[config.mk]
export PLATFORM = sky130hd
export DESIGN_NAME = ttm4_sequencer
export DESIGN_NICKNAME = d
export VERILOG_FILES = /design/src/rtl/ttm4_sequencer.sv
export SDC_FILE = /design/constraint.sdc
export NUM_CORES = 1
export LEC_CHECK = 0
export CORE_MARGIN = 3
export CORE_UTILIZATION = 40
export CTS_CLUSTER_SIZE = 25
export DETAILED_ROUTE_END_ITERATION = 6
export GPL_TIMING_DRIVEN = 0
export HOLD_SLACK_MARGIN = 0.03
export PLACE_DENSITY = 0.87
export SETUP_SLACK_MARGIN = 0.3
export SLEW_MARGIN = 20
export SYNTH_ARGS = -nofsm -noshare
export SYNTH_HDL_FRONTEND = slang
export SYNTH_SLANG_ARGS = --single-unit
[constraint.sdc]
create_clock -name CLK -period 1.3 [get_ports CLK]
set_input_delay 0.13 -clock CLK [delete_from_list [all_inputs] [get_ports CLK]]
set_output_delay 0.13 -clock CLK [all_outputs]
set_load 0.01 [all_outputs]
[src/rtl/ttm4_sequencer.sv]
// TTM4 fetch/execute controller: fetches 8-bit instructions, drives the ALU
// operands and active-low unit enables, and writes the ALU result back.
module ttm4_sequencer #(
    parameter int PC_WIDTH     = 4,
    parameter int RESET_VECTOR = 0
) (
    input  logic                CLK,
    input  logic                RST,
    output logic [PC_WIDTH-1:0] ROM_ADDR,
    input  logic [7:0]          ROM_DATA,
    input  logic [3:0]          IN_PORT,
    output logic [3:0]          ALU_X,
    output logic [3:0]          ALU_Y,
    output logic [1:0]          SEL,
    output logic                nFA_EN,
    output logic                nAND_EN,
    output logic                nOR_EN,
    output logic                nXOR_EN,
    input  logic [3:0]          STOREDATA,
    input  logic                Z_FLAG,
    input  logic                C_FLAG,
    output logic [3:0]          OUT_PORT,
    output logic [3:0]          REG_A,
    output logic [3:0]          REG_B,
    output logic                HALTED
);

    typedef enum logic [1:0] {S_FETCH, S_EXEC, S_HALT} state_t;
    typedef enum logic [1:0] {D_NONE, D_A, D_B, D_OUT} dst_t;

    // Enable vector order is {FA, AND, OR, XOR}; only one bit may ever be low.
    localparam logic [3:0] EN_IDLE = 4'b1111;
    localparam logic [3:0] EN_FA   = 4'b0111;
    localparam logic [3:0] EN_AND  = 4'b1011;
    localparam logic [3:0] EN_OR   = 4'b1101;
    localparam logic [3:0] EN_XOR  = 4'b1110;

    state_t              state_q, state_d;
    logic [PC_WIDTH-1:0] pc_q, pc_d;
    logic [7:0]          ir_q, ir_d;
    logic [3:0]          a_q, a_d, b_q, b_d, out_q, out_d;

    logic [3:0] op, imm, alu_x, alu_y, en_n;
    logic [1:0] sel;
    dst_t       dst;

    // Branches only look at carry; zero is exported by the ALU but not used here.
    logic unused_z;
    assign unused_z = Z_FLAG;

    assign op  = ir_q[7:4];
    assign imm = ir_q[3:0];

    always_comb begin
        alu_x = 4'h0;
        alu_y = 4'h0;
        sel   = 2'b00;
        en_n  = EN_IDLE;
        dst   = D_NONE;
        if (state_q == S_EXEC) begin
            case (op)
                4'h0: begin alu_x = a_q;     alu_y = imm; en_n = EN_FA;  dst = D_A;   end
                4'h1: begin alu_x = b_q;                  en_n = EN_FA;  dst = D_A;   end
                4'h2: begin alu_x = IN_PORT;              en_n = EN_FA;  dst = D_A;   end
                4'h3: begin                  alu_y = imm; en_n = EN_FA;  dst = D_A;   end
                4'h4: begin alu_x = a_q;                  en_n = EN_FA;  dst = D_B;   end
                4'h5: begin alu_x = b_q;     alu_y = imm; en_n = EN_FA;  dst = D_B;   end
                4'h6: begin alu_x = IN_PORT;              en_n = EN_FA;  dst = D_B;   end
                4'h7: begin                  alu_y = imm; en_n = EN_FA;  dst = D_B;   end
                4'h8: begin alu_x = a_q; alu_y = b_q; sel = 2'b01; en_n = EN_AND; dst = D_A; end
                4'h9: begin alu_x = a_q; alu_y = b_q; sel = 2'b10; en_n = EN_OR;  dst = D_A; end
                4'hA: begin alu_x = a_q; alu_y = b_q; sel = 2'b11; en_n = EN_XOR; dst = D_A; end
                4'hB: begin                  alu_y = imm; en_n = EN_FA;  dst = D_OUT; end
                4'hC: begin alu_x = b_q;                  en_n = EN_FA;  dst = D_OUT; end
                default: ;
            endcase
        end
    end

    always_comb begin
        state_d = state_q;
        pc_d    = pc_q;
        ir_d    = ir_q;
        a_d     = a_q;
        b_d     = b_q;
        out_d   = out_q;
        case (state_q)
            S_FETCH: begin
                ir_d    = ROM_DATA;
                state_d = S_EXEC;
            end
            S_EXEC: begin
                state_d = S_FETCH;
                pc_d    = pc_q + PC_WIDTH'(1);
                case (dst)
                    D_A:     a_d   = STOREDATA;
                    D_B:     b_d   = STOREDATA;
                    D_OUT:   out_d = STOREDATA;
                    default: ;
                endcase
                if (op == 4'hD) begin
                    state_d = S_HALT;
                    pc_d    = pc_q;
                end else if ((op == 4'hE && !C_FLAG) || op == 4'hF) begin
                    pc_d = PC_WIDTH'(imm);
                end
            end
            S_HALT:  ;
            default: state_d = S_FETCH;
        endcase
    end

    always_ff @(posedge CLK or posedge RST) begin
        if (RST) begin
            state_q <= S_FETCH;
            pc_q    <= PC_WIDTH'(RESET_VECTOR);
            ir_q    <= 8'h00;
            a_q     <= 4'h0;
            b_q     <= 4'h0;
            out_q   <= 4'h0;
        end else begin
            state_q <= state_d;
            pc_q    <= pc_d;
            ir_q    <= ir_d;
            a_q     <= a_d;
            b_q     <= b_d;
            out_q   <= out_d;
        end
    end

    assign ROM_ADDR = pc_q;
    assign ALU_X    = alu_x;
    assign ALU_Y    = alu_y;
    assign SEL      = sel;
    assign {nFA_EN, nAND_EN, nOR_EN, nXOR_EN} = en_n;
    assign OUT_PORT = out_q;
    assign REG_A    = a_q;
    assign REG_B    = b_q;
    assign HALTED   = (state_q == S_HALT);

endmodule
Word level (Yosys, flattened, before mapping)
Cells that the tools add are included.
Widths: inputs -> output; s select.
{"block": "classes", "reduce_logical": 18, "bitwise_logic": 1, "addsub": 1, "mux": 13, "eq_ne": 20}
{"op": "$eq 4x4->1 const B", "count": 8}
{"op": "$pmux 2 s3", "count": 3}
{"op": "$eq 4x3->1 const B", "count": 4}
{"op": "$mux 4", "count": 4}
{"op": "$pmux 4 s4", "count": 1}
{"op": "$pmux 4 s3", "count": 1}
{"op": "$reduce_or 10->1", "count": 1}
{"op": "$reduce_or 5->1", "count": 2}
{"op": "$eq 4x2->1 const B", "count": 2}
{"op": "$pmux 4 s2", "count": 1}
{"op": "$reduce_and 2->1", "count": 4}
{"op": "$reduce_or 7->1", "count": 1}
{"op": "$eq 2x2->1 const B", "count": 3}
{"op": "$mux 2", "count": 3}
{"op": "$reduce_or 3->1", "count": 2}
{"op": "$add 4x1->4 const B", "count": 1}
{"op": "$eq 2x1->1 const B", "count": 2}
{"op": "$eq 4x1->1 const B", "count": 1}
{"op": "$logic_not 4->1", "count": 1}
{"op": "$reduce_or 2->1", "count": 2}
{"op": "$reduce_or 4->1", "count": 1}
{"op": "$logic_not 2->1", "count": 1}
{"op": "$logic_and 1x1->1", "count": 1}
{"op": "$logic_not 1->1", "count": 1}
{"op": "other kinds (2)", "count": 2}
{"block": "totals", "register_bits": 26, "input_bits": 20}

Depth between registers and ports, before layout
Gate-level depths: netlist of run 1.
{"block": "logic_depth", "word_depth": 6, "mapped_depth": 5, "mapped_depth_nobuf": 4}

Worst setup path after synthesis of run 1
Ideal clock, no wire load.
{"block": "synth_path", "kind": "flip-flop to output port", "from": "reg ir_q[6]", "to": "out nAND_EN", "required_ps": 1170, "setup_slack_ps": -132, "path_buffers": 1, "t_arrival_ps": 1302, "stages_incl_launch_ff": 4, "cell_sequence": "dfrtp_1 > buf_4 > or3_4 > or3_1"}
{"block": "synth_between", "elab_chain_len": 4, "elab_cells_between_ends": 16}
{"item": "start: declaration", "line_no": "40", "rtl": "logic [7:0] ir_q, ir_d;"}
{"item": "start signal: assignment", "line_no": "124", "rtl": "ir_q <= ir_d;"}
{"item": "$eq 4x4->1, or another cell as far along", "line_no": "61", "rtl": "case (op)"}
{"item": "$reduce_or 10->1 (no source line)"}
{"item": "$pmux 4 s4 *", "line_no": "61"}
{"item": "$mux 4 *", "line_no": "60", "rtl": "if (state_q == S_EXEC) begin"}
{"item": "end: declaration", "line_no": "16", "rtl": "output logic nAND_EN,"}
Mark *: on every way between the ends. The rest lies on a longest branch, timed or not.

Worst setup path after layout of run 1
Same ends and word-level chain as after synthesis.

==> results of run 1 <==
## critical path: stages (launching register included)
cell,delay (ps)
dfrtp_1,420
buf_6,130
or3_4,430
or3_4,340
buf_6,130
## timing repair
action / CTS / global route
pin swaps: 18 / 7
resized for setup: 176 / 11
hold endpoints to repair: 0 / 0
endpoints found under the setup margin: 56 / 57
setup buffers: 38 / 1
## per-layer routing
layer  share of wire (%)  track usage [%]  wire, um
met1                  39             26.3      1830
met4                 1.7             9.14        82
met2                  54             43.7      2510
met5                   0                0         0
met3                 5.7             4.08       266
## power groups by stage
stage               Sequential [mW]  Combinational [mW]  Clock (mW)
floorplan                      1.65                2.26           0
global placement               1.62                3.62           0
detailed placement             1.64                3.72           0
CTS                            1.57                5.07       0.438
global route                   1.64                5.62       0.462
finish                         1.59                5.27       0.429
## through the flow
| stage | utilization [%] | cell area, um2 | setup slack, ps | TNS, ps |
|---|---|---|---|---|
| floorplan | - | 1530 | -108 | -1160 |
| global placement | 60.8 | 2080 | -692 | -9720 |
| detailed placement | 60.8 | 2080 | -702 | -12060 |
| CTS | 73.4 | 2510 | -611 | -11120 |
| global route | 74.7 | 2550 | -666 | -13550 |
| finish | 74.7 | 2550 | -616 | -11340 |
## final cells by class
class                   instances  area, um2  area share [%]
well taps                      46       57.6            2.26
plain buffers                   8       90.1            3.53
flip-flops and latches         26        653            25.6
clock buffers                   4       36.3            1.42
multi-input cells              92        885            34.7
repair buffers                 88        806            31.6
inverters                       5       22.5           0.883
## worst min path at each step
| stage | startpoint | end | slack (ps) | cells past startpoint |
|---|---|---|---|---|
| floorplan | RST | OUT_PORT[0] | 170 | 1 |
| global placement | OUT_PORT[3] | OUT_PORT[3] | 500 | 1 |
| detailed placement | OUT_PORT[2] | OUT_PORT[2] | 500 | 1 |
| CTS | RST | REG_B[3] | 180 | 2 |
| global route | RST | OUT_PORT[0] | 220 | 2 |
| finish | RST | REG_B[3] | 180 | 2 |
## kinds of logic after synthesis
| logic type | after synthesis | synth area share (%) |
|---|---|---|
| AOI/OAI and AO/OA | 32 | 15.6 |
| xor gates and xnor gates | 1 | 0.607 |
| DFF | 26 | 45.1 |
| adders and majority gates | 1 | 0.867 |
| buffers and inverters | 13 | 5.46 |
| muxes | 21 | 18.2 |
| and+or+nand+nor | 37 | 14.1 |
## layout by cell type (no fill, tap or decap), drive strengths merged, types with 2 or more instances in the layout
cell and n:
inv 4, mux2 18, nor2b 3, nand2b 3
a22oi 7, o21ai 8, clkdlybuf4s15 2, or3 3
o22ai 2, mux2i 3, clkdlybuf4s50 18, a32o 4
dfrtp 26, nand3 2, clkbuf 4, a21oi 8
and3 4, nor2 5, buf 76, nand2 13
## sequential cells by signal (all words and copies together), names as in the netlist
name,cells
OUT_PORT,4
REG_A,4
REG_B,4
ROM_ADDR,4
ir_q,8
state_q,2
==> summary.txt, run 1 <==
Status - finished, violations left
Failing checks - setup timing
Crit path time final - 1920 ps
Critical Path End - nAND_EN
Final-layout fill cell count - 225
Final worst-path cycle share - 147%
Mapped Cells - 131
Worst VDD drop - 1590 uV
R2R cell count - 6
Synth warn - 0
Number of vias per cell - 5.24
Post-synthesis sequential area ratio - 45.1%
Vias in the first global route - 1,615
Sw power - 2.88 mW
Worst min path class - in -> async
Pwr/cell area - 2860 nW/um2
Max-cap violations - 0
Initial antenna violation count - 0
WHS - 176 ps
Peak Freq - 522 MHz
Synthesized net count - 152
Fin. Hold Viols - 0
Synthesized flop and latch total - 26
Synth Flop Type - dfrtp_1
Hold-fix buffers, CTS - 0
Static Leak - 1.17 nW
Slew margin rel. - 61.8%
Via count - 1,409
Clock transition at path regs - 150 ps
Die Y - 66.1 um
Sw Share - 39.6%
Pwr Total - 7.29 mW
CTS Buffer Depth - 2
Worst flop-to-flop path endpoint - REG_B[1]
First-pass GRT wire length - 7630 um
Die width - 66.1 um
Setup violations, final - 36
Core area - 3420 um2
Final WS setup - -616 ps
Most frequent cell after synthesis - dfrtp_1
GP Congestion - 0.889
Drt total wl - 4690 um
Avg Synthesized Cell Area - 11.0 um2
Clk Latency, worst-skew pair - 330 ps
Wire length per cell - 17.4 um
Worst-margin pin slew - 572 ps
Critical path class - reg -> out
Worst reg2reg startpoint - state_q[0]
Cell Int Power - 4.40 mW
Top-area cell type share of the netlist area - 45.1%
Num rows - 21
Initial DRC count - 59
Number of flops mapped to enable cells by yosys - 0
Final Non-Filler Cells - 269
Nets - 245
CTS buffer count - 3
Gate power share - 72.3%
Worst Skew - 4.13 ps
Critical path required time - 1170 ps
Async SR Flop Fraction - 100%
Initial Util - 42.2%
Worst setup startpoint - ir_q[6]
Syn-to-layout area delta - 76.8%
Critical Path AT - 1790 ps
Layout cells sized above 1 - 63.7%
CTS root buf - clkbuf_4
I/O Pins - 51
Grt ovf - 0
Post-DRT Antenna Nets - 0
Synth top area cells - dfrtp_1 45%, mux2_4 8.3%, mux2_2 7.8%
Number of port buffers - 49
Area of the die - 4360 um2
Cells after DPL - 226
CP max FO - 5
Netlist cell types - 35
Syn Std Cell Area - 1440 um2
Crit path launch type - flop
Reg power frac - 21.8%
Synth top cells by count - 26 x dfrtp_1, 13 x nand2_1, 10 x mux2_2
Largest net degree at the start of global routing - 27
Largest area contributor in the netlist - dfrtp_1
Number of H-tree levels - 1
Gr usage total - 23.5%
Ant diodes - 0
Critical Path Sink Type - output pin
Sink Count - 26
Fin. max-slew vios - 0
DRC - 0
CTS tree - done
FF-to-FF setup slack - -350 ps
RSZ-0062 raised after global routing - true
Clock share of power - 5.9%
DR pass1 iterations - 4
HPWL Detailed - 2970 um
Power figures use the tool's default switching activity.
==> run 2, diff against run 1 <==
- CAP_MARGIN: not set -> 10
- CTS_CLUSTER_DIAMETER: not set -> 30
==> results of run 2 <==
The final DEF is identical to that of run 1; final timing and power are the same.
==> run 3, diff against run 2 <==
- CORE_UTILIZATION: 40 -> 48
- GPL_TIMING_DRIVEN: 0 -> 1
- PLACE_DENSITY: 0.87 -> 0.95
- clock period: 1.3 -> 2.4 ns (I/O delays scaled with it)
==> run 3 against run 2 <==
The flow now finishes without violations. First-iteration DRC count increased by 24%. Clock power decreased by 58%. Count of clock-buffer cells in the layout shrank 1. Register-to-register slack better by 970 ps. Sequential share of layout area rose by 6.2 points. Hold slack gained 72 ps. Setup slack better by 930 ps.
==> summary.txt, run 3 (synthesis gave the netlist of run 1 again) <==
Status - finished clean
Die Y - 60.8 um (-7.9%)
Crit path launch type - flop
Slew margin rel. - 48.1% (-14 points)
Initial DRC count - 73 (+24%)
CTS root buf - clkbuf_4
Vias in the first global route - 1,293 (-20%)
Number of H-tree levels - 1 (unchanged)
Initial Util - 51.4% (+9.2 points)
Met2 usage - 40.2% (-3.5 points)
Grt ovf - 0 (unchanged)
Largest net degree at the start of global routing - 27 (unchanged)
I/O Pins - 51 (unchanged)
DR pass1 iterations - 4 (unchanged)
Setup violations, final - 0 (-100%)
Grt met1 use - 29.6% (+3.3 points)
Post-DRT Antenna Nets - 0 (unchanged)
FF-to-FF setup slack - 620 ps (+970 ps)
Fin Setup TNS - 0 ps (+11,340 ps)
Critical Path Sink Type - output pin
Fin. Hold Viols - 0 (unchanged)
HPWL Detailed - 2910 um (-1.9%)
Worst Skew - 2.91 ps (-1.22 ps)
Core area - 2810 um2 (-18%)
Layout cells sized above 1 - 31.9% (-32 points)
Final-layout fill cell count - 178 (-21%)
WHS - 249 ps (+72.4 ps)
CTS buffer count - 3 (unchanged)
Fin. max-slew vios - 0 (unchanged)
Crit-path cells - buf_4 > nor3_1 > a21oi_1 > o22ai_2 > a32o_1 > clkbuf_2
Worst VDD drop - 790 uV (-50%)
Initial antenna violation count - 0 (unchanged)
Area of the die - 3700 um2 (-15%)
Hold-fix buffers, CTS - 0 (unchanged)
Sw power - 1.29 mW (-55%)
Gr usage total - 23.5% (+0.059 points)
Final worst-path cycle share - 86.9%
Worst-margin pin slew - 776 ps (+204 ps)
Clk Latency, worst-skew pair - 320 ps (about the same)
Max FFs per register - 8 (unchanged)
Gate power share - 64.0% (-8.3 points)
Die width - 60.8 um (-7.9%)
Number of vias per cell - 5.87 (+12%)
Most common cell after layout, fill and taps aside - clkdlybuf4s50_1
Worst reg2reg startpoint - state_q[1]
Sink Count - 26 (unchanged)
R2R cell count - 4 (-2)
Cell Int Power - 1.77 mW (-60%)
First-pass GRT wire length - 6300 um (-17%)
CP max FO - 5 (unchanged)
GP Congestion - 0.778 (-12%)
Crit-path slowest cell - dfrtp_2
Ant diodes - 0 (unchanged)
Wire length per cell - 19.1 um (+9.5%)
CTS Buffer Depth - 2 (unchanged)
Commonest cells after routing, fill and taps aside - 35 x clkdlybuf4s50_1, 23 x dfrtp_1, 15 x buf_4, 12 x nand2_1, 10 x mux2_2
CTS tree - done
Clock share of power - 6.0% (about the same)
Critical path class - reg -> out
Worst min path class - in -> async
Critical Path AT - 1850 ps (+60 ps)
Num rows - 19 (-9.5%)
Post-DP Area - 1940 um2 (-6.4%)
Sw Share - 42.2% (+2.6 points)
Syn-to-layout area delta - 42.8%
Via count - 1,304 (-7.5%)
Worst flop-to-flop path endpoint - ir_q[6]
Reg power frac - 30.0% (+8.2 points)
Crit path time final - 2090 ps
Critical path required time - 2160 ps (+990 ps)
RSZ-0062 raised after global routing - true
GRT Max-Usage Layer - met2
Max-cap violations - 0 (unchanged)
Biggest register - ir_q
DRC - 0 (unchanged)
Clock transition at path regs - 130 ps (-20 ps)
Design Area, Final - 2060 um2 (-19%)
Peak Freq - 479 MHz
Met3 Use GR - 2.77% (-1.3 points)
Nets - 214 (-13%)
Pwr/cell area - 1490 nW/um2 (-48%)
Static Leak - 0.890 nW (-24%)
Number of port buffers - 49 (unchanged)
Drt total wl - 4240 um (-9.6%)
Worst path max stage delay - 470 ps (+40 ps)
[run 3: area by class of cell]
| class | count | area [um2] | share of cell area, % |
|---|---|---|---|
| sequential | 26 | 654 | 31.8 |
| clock buffer | 3 | 22.5 | 1.09 |
| inverter | 5 | 18.8 | 0.911 |
| multi-input combinational | 92 | 753 | 36.6 |
| tap | 31 | 38.8 | 1.88 |
| timing repair buffer | 65 | 572 | 27.8 |
[run 3: worst max-delay path: cells and delay by family, from the launching register on]
| family | cells | cell delay [ps] |
|---|---|---|
| compound gates | 3 | 520 |
| buf+inv | 2 | 300 |
| flops | 1 | 470 |
| simple gates | 1 | 250 |
[run 3: worst max-delay path by stage]
stage,start,endpoint,slack [ps],cells after the start
global route,ir_q[4],ALU_Y[2],220,6
finish,ir_q[4],ALU_Y[2],310,6
CTS,ir_q[4],ALU_Y[2],280,6
floorplan,ir_q[6],nAND_EN,860,3
global placement,ir_q[6],ALU_Y[3],290,4
detailed placement,ir_q[4],ALU_Y[2],220,5
[run 3: power by group through the flow]
stage               Sequential [mW]  Combinational [mW]  Clock [mW]
floorplan                     0.890                1.06           0
global placement              0.916                1.66           0
detailed placement            0.939                1.74           0
CTS                           0.903                1.89       0.186
global route                  0.945                2.10       0.204
finish                        0.918                1.96       0.182
[run 3: through the flow]
stage | util, % | power, mW | setup slack [ps] | instances
6_report | 73.4 | 3.06 | 314 | 222
5_1_grt | 73.4 | 3.25 | 216 | 222
3_5_place_dp | 69.2 | 2.67 | 223 | 207
3_3_place_gp | 69.2 | 2.58 | 288 | 207
2_1_floorplan | - | 1.95 | 858 | 131
4_1_cts | 73.4 | 2.98 | 281 | 218
[run 3: routing by layer]
layer | up-vias | wire length, um
li1 | 592 | -
met1 | 639 | 1700
met2 | 59 | 2240
met3 | 14 | 210
met4 | 0 | 86
met5 | - | 0
[run 3: timing repair]
action	CTS	global route
buffers inserted	8	4
resized for setup	28	17
gates cloned	0	0
pin swaps	1	2
endpoints found under the setup margin	14	11
